<file path="src/rtl/pipe_pkg.sv">
// pipe_pkg: shared definitions for the memory stage and its alignment helper.
//   - OP_* : load/store opcodes (instruction bits [31:26])
//   - size_e : access width decoded from the opcode
//   - state_e : memory-stage FSM states
//   - op_size() : opcode -> access width (unknown opcodes are word accesses)
package pipe_pkg;

    localparam logic [5:0] OP_LB  = 6'h20;
    localparam logic [5:0] OP_LH  = 6'h21;
    localparam logic [5:0] OP_LW  = 6'h23;
    localparam logic [5:0] OP_LBU = 6'h24;
    localparam logic [5:0] OP_LHU = 6'h25;
    localparam logic [5:0] OP_SB  = 6'h28;
    localparam logic [5:0] OP_SH  = 6'h29;
    localparam logic [5:0] OP_SW  = 6'h2B;

    typedef enum logic [1:0] {
        SZ_BYTE = 2'd0,
        SZ_HALF = 2'd1,
        SZ_WORD = 2'd2
    } size_e;

    typedef enum logic {
        ST_IDLE = 1'b0,
        ST_WAIT = 1'b1
    } state_e;

    function automatic size_e op_size(input logic [5:0] op);
        case (op)
            OP_LB, OP_LBU, OP_SB: return SZ_BYTE;
            OP_LH, OP_LHU, OP_SH: return SZ_HALF;
            default:              return SZ_WORD;
        endcase
    endfunction

endpackage

</file>
<file path="src/rtl/mem_align.sv">
// mem_align: purely combinational sizing logic for a 32-bit little-endian bus.
// Ports:
//   opcode_i     [5:0]  instruction opcode, selects size and sign
//   addr_lo_i    [1:0]  low address bits (byte lane)
//   store_data_i [31:0] raw store data
//   load_data_i  [31:0] raw bus read data
//   misaligned_o        half with addr[0]=1 or word with addr[1:0]!=0
//   be_o         [3:0]  byte enables
//   wdata_o      [31:0] store data replicated across lanes
//   rdata_o      [31:0] addressed lane extracted and sign/zero extended
module mem_align
    import pipe_pkg::*;
(
    input  logic [5:0]  opcode_i,
    input  logic [1:0]  addr_lo_i,
    input  logic [31:0] store_data_i,
    input  logic [31:0] load_data_i,
    output logic        misaligned_o,
    output logic [3:0]  be_o,
    output logic [31:0] wdata_o,
    output logic [31:0] rdata_o
);

    size_e       size;
    logic        sign_ext;
    logic [7:0]  byte_lane;
    logic [15:0] half_lane;

    assign size     = op_size(opcode_i);
    assign sign_ext = (opcode_i == OP_LB) || (opcode_i == OP_LH);

    always_comb begin
        misaligned_o = 1'b0;
        be_o         = 4'b1111;
        wdata_o      = store_data_i;
        rdata_o      = load_data_i;

        case (addr_lo_i)
            2'd0:    byte_lane = load_data_i[7:0];
            2'd1:    byte_lane = load_data_i[15:8];
            2'd2:    byte_lane = load_data_i[23:16];
            default: byte_lane = load_data_i[31:24];
        endcase
        half_lane = addr_lo_i[1] ? load_data_i[31:16] : load_data_i[15:0];

        case (size)
            SZ_BYTE: begin
                be_o    = 4'b0001 << addr_lo_i;
                wdata_o = {4{store_data_i[7:0]}};
                rdata_o = sign_ext ? {{24{byte_lane[7]}}, byte_lane} : {24'h0, byte_lane};
            end
            SZ_HALF: begin
                misaligned_o = addr_lo_i[0];
                be_o         = addr_lo_i[1] ? 4'b1100 : 4'b0011;
                wdata_o      = {2{store_data_i[15:0]}};
                rdata_o      = sign_ext ? {{16{half_lane[15]}}, half_lane} : {16'h0, half_lane};
            end
            default: begin
                misaligned_o = (addr_lo_i != 2'b00);
            end
        endcase
    end

endmodule

</file>
<file path="src/rtl/mem_stage.sv">
// mem_stage: memory-access stage between the EXE/MEM and MEM/WB registers.
// Ports:
//   CLK, RESET (async, active low)
//   *_PR            EXE pipeline register outputs (address/result, store data,
//                   instruction, destination, control)
//   dmem_*          data-memory request/ack bus
//   Stall_MEM       freeze EXE and earlier stages this cycle
//   *_MEM           same-cycle forwarding values back to EXE
//   *_WB            registered MEM/WB pipeline register
//   mem_fault       one-cycle pulse on misaligned access or bus timeout
//   dbg_state_o     current FSM state
// Parameter MAX_WAIT (1..255): cycles spent in WAIT before the access aborts.
//
// Bus handshake: dmem_req is the valid; dmem_ack is the ready/response. A
// transfer completes in exactly the cycle where dmem_req && dmem_ack. While
// dmem_req is high and dmem_ack is low, dmem_we/addr/wdata/be are held stable
// (upstream is frozen by Stall_MEM). dmem_ack with dmem_req low is ignored.
// A new request may start in the cycle right after a completion.
module mem_stage
    import pipe_pkg::*;
#(
    parameter int unsigned MAX_WAIT = 255
) (
    input  logic        CLK,
    input  logic        RESET,
    input  logic [31:0] aluResult1_PR,
    input  logic [31:0] readDataB1_PR,
    input  logic [31:0] Instr1_PR,
    input  logic [4:0]  writeRegister1_PR,
    input  logic        MemtoReg1_PR,
    input  logic        MemRead1_PR,
    input  logic        MemWrite1_PR,
    input  logic        do_writeback1_PR,
    output logic        dmem_req,
    output logic        dmem_we,
    output logic [31:0] dmem_addr,
    output logic [31:0] dmem_wdata,
    output logic [3:0]  dmem_be,
    input  logic        dmem_ack,
    input  logic [31:0] dmem_rdata,
    output logic        Stall_MEM,
    output logic [31:0] Data1_MEM,
    output logic [4:0]  writeRegister1_MEM,
    output logic        do_writeback1_MEM,
    output logic [31:0] Data1_WB,
    output logic [4:0]  writeRegister1_WB,
    output logic        do_writeback1_WB,
    output logic        mem_fault,
    output state_e      dbg_state_o
);

    state_e      state_q;
    logic [7:0]  wait_cnt_q;
    logic [8:0]  wait_cnt_inc;

    logic [31:0] data_wb_q, data_wb_d;
    logic [4:0]  wreg_wb_q, wreg_wb_d;
    logic        wb_en_q, wb_en_d;
    logic        fault_q;

    logic        mem_op;
    logic        misaligned;
    logic [31:0] load_data;
    logic        issue;
    logic        in_wait;
    logic        mis_fault;
    logic        timeout_abort;
    logic        fault_now;
    logic        unused_instr;

    assign unused_instr = ^Instr1_PR[25:0];

    mem_align u_align (
        .opcode_i     (Instr1_PR[31:26]),
        .addr_lo_i    (aluResult1_PR[1:0]),
        .store_data_i (readDataB1_PR),
        .load_data_i  (dmem_rdata),
        .misaligned_o (misaligned),
        .be_o         (dmem_be),
        .wdata_o      (dmem_wdata),
        .rdata_o      (load_data)
    );

    assign mem_op    = MemRead1_PR | MemWrite1_PR;
    assign in_wait   = (state_q == ST_WAIT);
    assign issue     = (state_q == ST_IDLE) && mem_op && !misaligned;
    assign mis_fault = (state_q == ST_IDLE) && mem_op && misaligned;

    // The counter holds the number of WAIT cycles already spent; the abort
    // fires in the cycle where this one would make MAX_WAIT. An ack in that
    // same cycle wins and completes normally.
    assign wait_cnt_inc  = {1'b0, wait_cnt_q} + 9'd1;
    assign timeout_abort = in_wait && !dmem_ack && (wait_cnt_inc == 9'(MAX_WAIT));
    assign fault_now     = mis_fault | timeout_abort;

    // Gated by RESET so the request drops immediately on an async reset.
    assign dmem_req  = RESET && (issue || in_wait);
    assign dmem_we   = MemWrite1_PR;
    assign dmem_addr = {aluResult1_PR[31:2], 2'b00};
    assign Stall_MEM = dmem_req && !dmem_ack && !timeout_abort;

    assign Data1_MEM          = aluResult1_PR;
    assign writeRegister1_MEM = writeRegister1_PR;
    assign do_writeback1_MEM  = do_writeback1_PR & ~MemRead1_PR;

    always_ff @(posedge CLK or negedge RESET) begin
        if (!RESET) begin
            state_q    <= ST_IDLE;
            wait_cnt_q <= 8'd0;
        end else begin
            case (state_q)
                ST_IDLE: begin
                    if (issue && !dmem_ack) begin
                        state_q    <= ST_WAIT;
                        wait_cnt_q <= 8'd0;
                    end
                end
                ST_WAIT: begin
                    if (dmem_ack || timeout_abort) begin
                        state_q <= ST_IDLE;
                    end else begin
                        wait_cnt_q <= wait_cnt_q + 8'd1;
                    end
                end
                default: state_q <= ST_IDLE;
            endcase
        end
    end

    // A stalled cycle loads a bubble; otherwise the instruction retires into WB.
    always_comb begin
        data_wb_d = data_wb_q;
        wreg_wb_d = wreg_wb_q;
        wb_en_d   = 1'b0;
        if (!Stall_MEM) begin
            data_wb_d = MemtoReg1_PR ? load_data : aluResult1_PR;
            wreg_wb_d = writeRegister1_PR;
            wb_en_d   = do_writeback1_PR & ~fault_now;
        end
    end

    always_ff @(posedge CLK or negedge RESET) begin
        if (!RESET) begin
            data_wb_q <= 32'h0;
            wreg_wb_q <= 5'd0;
            wb_en_q   <= 1'b0;
            fault_q   <= 1'b0;
        end else begin
            data_wb_q <= data_wb_d;
            wreg_wb_q <= wreg_wb_d;
            wb_en_q   <= wb_en_d;
            fault_q   <= fault_now;
        end
    end

    assign Data1_WB          = data_wb_q;
    assign writeRegister1_WB = wreg_wb_q;
    assign do_writeback1_WB  = wb_en_q;
    assign mem_fault         = fault_q;
    assign dbg_state_o       = state_q;

endmodule

</file>
<file path="config.mk">
export PLATFORM = sky130hd
export DESIGN_NAME = mem_stage
export DESIGN_NICKNAME = d
export VERILOG_FILES = /design/src/rtl/pipe_pkg.sv /design/src/rtl/mem_align.sv /design/src/rtl/mem_stage.sv
export SDC_FILE = /design/constraint.sdc
export NUM_CORES = 1
export LEC_CHECK = 0
export BUFFER_PORTS_ARGS = -buffer_cell sky130_fd_sc_hd__buf_2
export CAP_MARGIN = 10
export CORE_AREA = 2 2 113 115
export CTS_CLUSTER_SIZE = 30
export DETAILED_ROUTE_END_ITERATION = 6
export DIE_AREA = 0 0 115 117
export HOLD_SLACK_MARGIN = 0.05
export PLACE_DENSITY = 0.75
export SLEW_MARGIN = 20
export SYNTH_ARGS = -nofsm -noshare
export SYNTH_HDL_FRONTEND = slang
export SYNTH_SLANG_ARGS = --single-unit
</file>
<file path="constraint.sdc">
create_clock -name CLK -period 3 [get_ports CLK]
set_clock_uncertainty 0.2 [all_clocks]
set_input_delay 0.3 -clock CLK [delete_from_list [all_inputs] [get_ports CLK]]
set_output_delay 0.3 -clock CLK [all_outputs]
set_load 0.01 [all_outputs]
</file>
======== Yosys cells after proc, flatten, opt, wreduce, memory -nomap -nowiden ========
Cells that the tools add are included.
storage, ports and cells
  input port bits ......................... 140
  register bits ........................... 48
  logic and storage cells ................. 67
cells by class
  bitwise operators ....................... 7
  reduce and logical (&&, ||, !) cells .... 21
  equal/unequal tests ..................... 12
  $add $sub $neg .......................... 2
  shifts and indexed selects .............. 1
  muxes and demuxes ....................... 18
operators by type and width
  cell                 count
  $pmux 32 s2          2
  $mux 32              3
  $eq 6x6->1 const B   6
  $pmux 8 s3           1
  $mux 16              1
  $mux 8               2
  $pmux 8 s2           1
  $add 8x1->9 const B  1
  $eq 9x8->1 const B   1
  $logic_and 1x1->1    9
  $add 8x1->8 const B  1
  $pmux 4 s2           1
  $reduce_or 3->1      2
  $eq 2x1->1 const B   2
  $logic_not 2->1      2
  $mux 4               1
  $pmux 1 s2           2
  $pmux 2 s2           1
  $shl 1x2->4 const A  1
  $logic_not 1->1      3
  $logic_or 1x1->1     3
  $mux 1               3
  $not 1->1            3
  $and 1x1->1          2
  other kinds (6)      7

======== Longest topological paths before layout ========
Gate-level depths: netlist of run 1.
  depth in word-level cells ............... 12
  gate-level depth with buffers ........... 9
  gate-level depth less buffers ........... 7

======== By module ========
A second synthesis of run 1 with hierarchy kept.
second synthesis, totals
  cell total of the unflattened synthesis .. 454
  area, all modules ....................... 4521.8 um^2
by module, submodules not included
  module     times used  area an instance (um^2)  cells an instance
  mem_stage  1           3111.7                   262
  mem_align  1           1410.1                   192

======== Worst setup path after synthesis of run 1 ========
Ideal clock, no wire load.
  path kind ............................... input port to output port
  from .................................... input Instr1_PR[27]
  to ...................................... output dmem_wdata[25]
  data arrival time ....................... 1.981 ns
  required time ........................... 2.500 ns
  stages on the path ...................... 7
  path slack .............................. 0.519 ns
  cell sequence ........................... or3b_1 > buf_2 > or2_2 > clkbuf_1 > clkbuf_1 > clkbuf_1 > o21ai_0
between the ends
  longest elaborated chain between the ends .. 5
  elaborated cells on any way between the ends .. 12
  those cells by class .................... eq/ne (7); mux (2); reduce/logical (3)
RTL lines
  element                                        RTL line         RTL
  start: declaration                             mem_stage.sv:28  input logic [31:0] Instr1_PR,
  $eq 6x6->1                                     pipe_pkg.sv:29   case (op)
  $reduce_or 3->1                                pipe_pkg.sv:29
  $pmux 2 s2 (*)                                 pipe_pkg.sv:29
  $eq 2x1->1 or $logic_not 2->1 (tied branches)  mem_align.sv:46  case (size)
  $pmux 32 s2 (*)                                mem_align.sv:46
  end: declaration                               mem_stage.sv:37  output logic [31:0] dmem_wdata,
Every way passes the cells marked *; elsewhere a longest branch is shown, timed or not.

======== Worst setup path after layout of run 1 ========
  from .................................... register wait_cnt_q[2]
  to ...................................... output Stall_MEM
between the ends
  longest elaborated chain between the ends .. 5
RTL lines
  element                   RTL line          RTL
  start: declaration        mem_stage.sv:53   logic [7:0] wait_cnt_q;
  start signal: assignment  mem_stage.sv:122  wait_cnt_q <= wait_cnt_q + 8'd1;
  $add 8x1->9               mem_stage.sv:92   assign wait_cnt_inc = {1'b0, wait_cnt_q} + 9'd1;
  $eq 9x8->1                mem_stage.sv:93   assign timeout_abort = in_wait && !dmem_ack && (wait_cnt_inc == 9'(MAX_WAIT));
  $logic_and 1x1->1         mem_stage.sv:93
  $logic_not 1->1           mem_stage.sv:100  assign Stall_MEM = dmem_req && !dmem_ack && !timeout_abort;
  $logic_and 1x1->1         mem_stage.sv:100
  end: declaration          mem_stage.sv:41   output logic Stall_MEM,
Every way passes these cells.

==> PnR_summary.wiki, run 1 <==
{| class="wikitable"
! Metric !! Value
|-
| Result of the run || finished, final reports clean
|-
| Final Instance Area || roughly 0.005 mm2
|-
| Post-synthesis instance area || 0.00397 mm2
|-
| Total of fill cells in the finished design || 1,273
|-
| Element type at the critical path start || flop
|-
| DRT iter0 DRCs || ~210
|-
| Vias per Instance || 4.94
|-
| Hold crit path type || input port to async pin
|-
| Crit path kind || flop to output pin
|-
| # setup viols final || 0
|-
| Crit path DAT || 2.30 ns
|-
| FFs w/ async S/R, synth || 1.00
|-
| Proportion of layout cells with a drive suffix above 1 || 0.491
|-
| Clock tree from TritonCTS || done
|-
| Hold Violations, Final || 0
|-
| Instance count after placement with tap cells included || a little under 800
|-
| Total leakage power || 0.00264 uW
|-
| Number of resized instances in the post-cts repair step || 0
|-
| Sequential-to-total area share from yosys stat || 0.303
|-
| Fin crit period || between 2 and 3 ns
|-
| Number of nets still failing antenna checks after routing || 0
|-
| Final GP Congestion || about 0.81
|-
| Clock-pin slew on the worst setup and hold paths || about 0.070 ns
|-
| Final core utilization || 0.414
|-
| Slew margin rel. || 0.514
|-
| Unrepaired setup endpoints after global routing || no
|-
| Uppermost metal layer occupied by signal nets || met5
|-
| Routed wirelength normalized by instance count || ~17 um
|-
| Total placed instance area || roughly 0.005 mm2
|-
| Number of cells in the finished layout apart from fillers || 800
|-
| Maximum VDD drop || ~0.20 mV
|-
| Req. time, crit path || 2.50 ns
|-
| Commonest register cell after synthesis || sky130_fd_sc_hd__dfrtp_1
|-
| Count of hold buffers inserted by post-cts repair || 6
|-
| First drt pass iteration count || 4
|-
| Leading post-synthesis cells by cell area || sky130_fd_sc_hd__dfrtp_1, sky130_fd_sc_hd__buf_4, sky130_fd_sc_hd__mux2i_1, sky130_fd_sc_hd__mux2_2, sky130_fd_sc_hd__nand2_1
|-
| Largest net degree at the start of global routing || 49
|-
| Number of max-cap violations || 0
|-
| Post-synthesis cell type with the largest combined area || sky130_fd_sc_hd__dfrtp_1
|-
| Net count of the finished layout || 791
|-
| Flop-to-flop setup slack || 0.41 ns
|-
| Mean instance size in the synthesized netlist || approximately 8.5 um2
|-
| P&R area growth vs syn || 28.5%
|-
| Global route total overflow || 0
|-
| Met2 layer wire length in the routed design || between 6000 and 7000 um
|-
| Routed Wire Length || roughly 13,000 um
|-
| Count of H-tree levels built during CTS || 2
|-
| Row cnt || just over 40
|-
| Floorplan die area || 0.0135 mm2
|-
| Die H || between 100 and 150 um
|-
| Min Hold Slack || roughly 0.05 ns
|-
| Wire length of the first global-routing pass || approximately 20,000 um
|-
| Number of flops mapped to enable cells by yosys || 0
|-
| Post-route met1 wirelength || 5350 um
|-
| CTS Root Cell || sky130_fd_sc_hd__clkbuf_16
|-
| Via count of the first global-routing pass || approximately 3,700
|-
| Antenna diode count || 0
|-
| Number of DRC violations after detailed routing || 0
|-
| Tightest Pin Transition || between 0.7 and 0.8 ns
|-
| Peak clock frequency supported by timing || ~0.36 GHz
|-
| Number of cells produced by synthesis || about 460
|-
| Port Buf Inserts || 260
|-
| Register bit total from synthesis || between 40 and 50
|-
| Clock sink total || 48
|-
| Total routing usage reported by global routing || 0.190
|-
| Portion of synthesized cell area occupied by the leading cell type || 0.303
|-
| Chip width || around 120 um
|-
| Number of antenna violations at the first check in global routing || 1
|-
| Power Density || ~400 mW/mm2
|-
| Final clock period utilization by the worst path || 0.934
|-
| Routed met3 length || around 1000 um
|-
| Core Region || roughly 0.012 mm2
|-
| Critical path peak fanout || 19
|-
| Critical Path Sink Type || output pin
|-
| Synthesis warning total || 0
|-
| Source-to-sink clock delay at the later pin of the worst-skew pair || just under 0.3 ns
|-
| Setup TNS Final || 0 ns
|-
| Initial standard-cell utilization of the core || 0.322
|-
| Distinct cell type count after synthesis || 53
|-
| Clock buffer count from CTS || 5
|-
| DP Wirelength || about 11,000 um
|-
| Count of buffers added by post-CTS timing repair for setup || 0
|-
| CTS max path bufs || 2
|-
| DR vias || 3,953
|-
| Number of placed I/O pins || 289
|-
| Count of pins over their slew limit || 0
|}
[worst max-delay path: stages, from the launching register on]
cell,delay [ns]
sky130_fd_sc_hd__dfrtp_1,0.47
sky130_fd_sc_hd__nand3_2,0.13
sky130_fd_sc_hd__o21ai_0,0.39
sky130_fd_sc_hd__a2111oi_4,0.16
sky130_fd_sc_hd__nor4b_4,0.30
sky130_fd_sc_hd__buf_4,0.34
sky130_fd_sc_hd__buf_2,0.19
[routing by layer]
metal,up-vias,GRT usage
li1,1902,-
met1,1842,0.223
met2,190,0.347
met3,17,0.0448
met4,2,0.0498
met5,-,0
[registers in the layout (all words and copies together), names as in the netlist]
name	flops
writeRegister1_WB	5
wait_cnt_q	8
Data1_WB	32
mem_fault	1
dbg_state_o	1
do_writeback1_WB	1
[synthesized netlist by cell type (all sizes together) (2+ instances only)]
| library cell | instances |
|---|---|
| a31oi | 9 |
| a21o | 2 |
| nor3 | 4 |
| nand3 | 11 |
| a22o | 2 |
| nor2b | 4 |
| clkbuf | 18 |
| and3 | 8 |
| a21oi | 16 |
| o21ai | 15 |
| mux2 | 29 |
| a211o | 2 |
| inv | 24 |
| and2 | 17 |
| nand2 | 49 |
| ha | 2 |
| nor3b | 2 |
| or2 | 2 |
| nor2 | 23 |
| a211oi | 2 |
| a22oi | 2 |
| o22ai | 16 |
| buf | 86 |
| dfrtp | 48 |
| xor2 | 2 |
| a221o | 3 |
| nor4 | 2 |
| o31ai | 10 |
| or3 | 9 |
| mux2i | 30 |
[layout make-up]
cell class	count	area (um2)	share of cell area
inverter	25	93.8	0.0184
clock buffer	6	129	0.0253
timing repair buffer	281	1470	0.289
sequential	48	1200	0.236
multi-input combinational	288	1980	0.388
tap	150	188	0.0368
clock inverter	2	35.0	0.00687
[final timing paths]
check | end | depth (start not counted) | startpoint
worst max-delay path | Stall_MEM | 6 | wait_cnt_q[2]
worst min-delay path | wait_cnt_q[5] | 2 | RESET
worst max register to register | wait_cnt_q[6] | 6 | wait_cnt_q[2]
worst min register to register | Data1_WB[14] | 1 | Data1_WB[14]
max in group asynchronous | Data1_WB[21] | 2 | RESET
min in group CLK | Data1_WB[17] | 3 | aluResult1_PR[17]
[cell usage in the layout (no fill, tap or decap), types with 4 or more instances in the layout]
cell type and instances:
sky130_fd_sc_hd__or3_1 8, sky130_fd_sc_hd__dlygate4sd3_1 6, sky130_fd_sc_hd__nor3_1 4, sky130_fd_sc_hd__buf_2 260, sky130_fd_sc_hd__o21ai_0 14, sky130_fd_sc_hd__o22ai_1 16, sky130_fd_sc_hd__dfrtp_1 48, sky130_fd_sc_hd__buf_4 15
sky130_fd_sc_hd__nand2_1 49, sky130_fd_sc_hd__inv_1 24, sky130_fd_sc_hd__mux2_2 26, sky130_fd_sc_hd__and2_1 16, sky130_fd_sc_hd__nand3_1 10, sky130_fd_sc_hd__clkbuf_16 5, sky130_fd_sc_hd__a21oi_1 16, sky130_fd_sc_hd__and3_1 8
sky130_fd_sc_hd__o31ai_1 10, sky130_fd_sc_hd__nor2_1 23, sky130_fd_sc_hd__nor2b_1 4, sky130_fd_sc_hd__mux2i_1 30, sky130_fd_sc_hd__a31oi_1 9
[logic make-up (layout without fill, tap and decap cells)]
kind of cell | after synthesis | in the layout | synth area share
AO/OA/AOI/OAI | 85 | 85 | 0.144
XOR/XNOR | 2 | 2 | 0.00442
adder cells (fa/ha/maj) | 2 | 2 | 0.00631
buffers and inverters | 129 | 314 | 0.202
flip-flops | 48 | 48 | 0.303
multiplexers | 60 | 60 | 0.167
other | 1 | 2 | 0.000945
AND/OR/NAND/NOR | 137 | 137 | 0.174
[where the power goes]
part	internal, uW	switching, uW	leakage [uW]
logic	292	343	0.00198
clock network	393	248	0.0000808
registers	720	56.4	0.000572
total	1400	648	0.00264
[metrics by stage]
step / worst slack (ns) / total power (uW)
detailed placement: 0.215 / 1420
CTS: 0.178 / 2080
finish: 0.197 / 2050
global route: 0.0672 / 2170
floorplan: 0.519 / 1180
global placement: 0.247 / 1410
Note: power is estimated with default switching activity, not from simulation.
==> inputs of run 2 (changes only) <==
--- a/config.mk
+++ b/config.mk
@@ -12,7 +12,7 @@
 export DETAILED_ROUTE_END_ITERATION = 6
 export DIE_AREA = 0 0 115 117
 export HOLD_SLACK_MARGIN = 0.05
-export PLACE_DENSITY = 0.75
+export PLACE_DENSITY = 0.74
 export SLEW_MARGIN = 20
 export SYNTH_ARGS = -nofsm -noshare
 export SYNTH_HDL_FRONTEND = slang
==> run 2 against run 1 <==
  * Global-route usage is 0.68 points lower
  * Via count fell by 1.4%
  * Non-clock buffer count increased by 2
  * Sequential power hardly changed
  * Hold slack worse by 0.011 ns
  * Wire length shrank 2.8%
  * Critical path type unchanged
==> PnR_summary.wiki, run 2 (synthesis results as in run 1) <==
{| class="wikitable"
! Metric !! Value
|-
| Critical Path Sink Type || output pin
|-
| Port Buf Inserts || 260
|-
| Comb power frac || 0.309
|-
| Highest-delay cell along the critical path || sky130_fd_sc_hd__dfrtp_1
|-
| Commonest non-fill, non-tap cell in the layout || sky130_fd_sc_hd__buf_2
|-
| Final clock period utilization by the worst path || 0.910
|-
| Clock sink total || 48
|-
| Critical path peak fanout || 25
|-
| Die H || around 120 um
|-
| Number of max-cap violations || 0
|-
| Wire length of the first global-routing pass || ~19,000 um
|-
| Clock tree from TritonCTS || done
|-
| Met2 routing resource usage after global routing || 0.333
|-
| Vias per Instance || just under 5
|-
| Pwr Total || 2070 uW
|-
| Element type at the critical path start || flop
|-
| Clock network fraction of design power || 0.315
|-
| Crit path DAT || around 2.2 ns
|-
| Count of H-tree levels built during CTS || 2
|-
| Final GP Congestion || between 0.8 and 0.9
|-
| Tightest Pin Transition || between 0.6 and 0.7 ns
|-
| Cell-by-cell listing of the critical path || nand3_2 -> o21ai_0 -> a2111oi_4 -> nor4b_4 -> buf_12 -> buf_2
|-
| Result of the run || finished, final reports clean
|-
| Hold Violations, Final || 0
|-
| Psw || roughly 660 uW
|-
| Largest net degree at the start of global routing || 49
|-
| Fin crit period || ~2.7 ns
|-
| CTS Root Cell || sky130_fd_sc_hd__clkbuf_16
|-
| Req. time, crit path || around 2.5 ns
|-
| Internal power || around 1400 uW
|-
| Hold crit path type || input port to async pin
|-
| Source-to-sink clock delay at the later pin of the worst-skew pair || 0.29 ns
|-
| Routed wirelength normalized by instance count || about 16 um
|-
| DP Wirelength || roughly 10,000 um
|-
| Maximum VDD drop || roughly 0.19 mV
|-
| Delay of the slowest cell on the worst path || 0.47 ns
|-
| Crit path kind || flop to output pin
|-
| Slew margin rel. || 0.556
|-
| Via count of the first global-routing pass || 3,574
|-
| Sw Ratio || 0.318
|-
| Count of pins over their slew limit || 0
|-
| Met1 track utilization from global routing || 0.226
|-
| Final Instance Area || just over 0.005 mm2
|-
| Total leakage power || between 0.002 and 0.003 uW
|-
| Number of cells in the finished layout apart from fillers || 802
|-
| Global route total overflow || 0
|-
| CTS max path bufs || 2
|-
| Initial standard-cell utilization of the core || 0.322
|-
| Clock buffer count from CTS || 5
|-
| Proportion of layout cells with a drive suffix above 1 || 0.492
|-
| Commonest non-fill, non-tap cells in the layout || sky130_fd_sc_hd__buf_2, sky130_fd_sc_hd__nand2_1, sky130_fd_sc_hd__dfrtp_1, sky130_fd_sc_hd__mux2i_1, sky130_fd_sc_hd__mux2_2
|-
| Total placed instance area || a little under 0.005 mm2
|-
| Number of nets still failing antenna checks after routing || 0
|-
| Number of DRC violations after detailed routing || 0
|-
| Peak clock frequency supported by timing || ~0.37 GHz
|-
| # setup viols final || 0
|-
| Antenna diode count || 0
|-
| Global-route layer with the greatest usage || met2
|-
| Final core utilization || 0.417
|-
| Clock-pin slew on the worst setup and hold paths || approximately 0.07 ns
|-
| Count of buffers added by post-CTS timing repair for setup || 0
|-
| Instance count after placement with tap cells included || around 790
|-
| GR Util met3 || 0.0278
|-
| Sequential share of power || 0.377
|-
| Total of fill cells in the finished design || roughly 1,300
|-
| Number of placed I/O pins || roughly 290
|-
| Chip width || roughly 120 um
|-
| Floorplan die area || about 0.013 mm2
|-
| Row cnt || slightly above 40
|-
| Unrepaired setup endpoints after global routing || no
|-
| DR vias || ~4,000
|-
| Number of flip-flops in the largest register || 32
|-
| Total routing usage reported by global routing || 0.183
|-
| Core Region || 0.0123 mm2
|-
| Setup TNS Final || 0 ns
|-
| Routed Wire Length || 13,000 um
|-
| First drt pass iteration count || 4
|-
| Flop-to-flop setup slack || approximately 0.46 ns
|-
| DRT iter0 DRCs || about 290
|-
| P&R area growth vs syn || 29.6%
|-
| Number of antenna violations at the first check in global routing || 0
|-
| Net count of the finished layout || just under 800
|-
| Power Density || 402 mW/mm2
|}
[run 2: changes by cell type in the layout (fill, tap and decap cells not counted)]
cell,before,now
sky130_fd_sc_hd__buf_12,0,2
[run 2: repair_timing]
action / 4_1_cts / 5_1_grt
endpoints found under the hold margin: 6 / 0
hold buffers: 6 / 0
gates resized for setup: 0 / 0
[run 2: layout make-up]
class                           instances  area [um2]  share of cell area
Clock buffer                            6         129              0.0251
Clock inverter                          2        35.0             0.00682
Inverter                               25        93.8              0.0183
Multi-Input combinational cell        288        1980               0.385
Sequential cell                        48        1200               0.234
Tap cell                              150         188              0.0365
Timing Repair Buffer                  283        1510               0.295
[run 2: critical path: cells and delay by family, from the launching register on]
kind	cells	cell delay, ns
DFF	1	0.47
AOI/OAI and AO/OA	2	0.54
and+or+nand+nor	2	0.50
buffers and inverters	2	0.41
[run 2: power groups by stage]
stage               clock network (uW)  logic (uW)  registers, uW
floorplan                            0         369            809
global placement                     0         629            786
detailed placement                   0         639            788
CTS                                671         646            778
global route                       693         706            788
finish                             650         637            778
[run 2: routing by layer]
metal / vias up / wire [um]
met5: - / 0
met3: 9 / 782
met1: 1811 / 5350
met2: 174 / 6720
li1: 1902 / -
met4: 0 / 170
[run 2: worst paths after layout]
check | startpoint | to | depth (start not counted)
max | wait_cnt_q[2] | Stall_MEM | 6
max reg2reg | wait_cnt_q[2] | wait_cnt_q[7] | 6
max in group asynchronous | RESET | Data1_WB[22] | 2
min reg2reg | Data1_WB[14] | Data1_WB[14] | 1
min in group CLK | aluResult1_PR[26] | Data1_WB[26] | 3
min | RESET | do_writeback1_WB | 2
[run 2: metrics by stage]
stage,hold WS (ns),setup WS (ns)
finish,0.0405,0.270
CTS,0.0844,0.263
floorplan,-0.196,0.519
global route,0.111,0.128
detailed placement,0.289,0.279
global placement,0.284,0.326
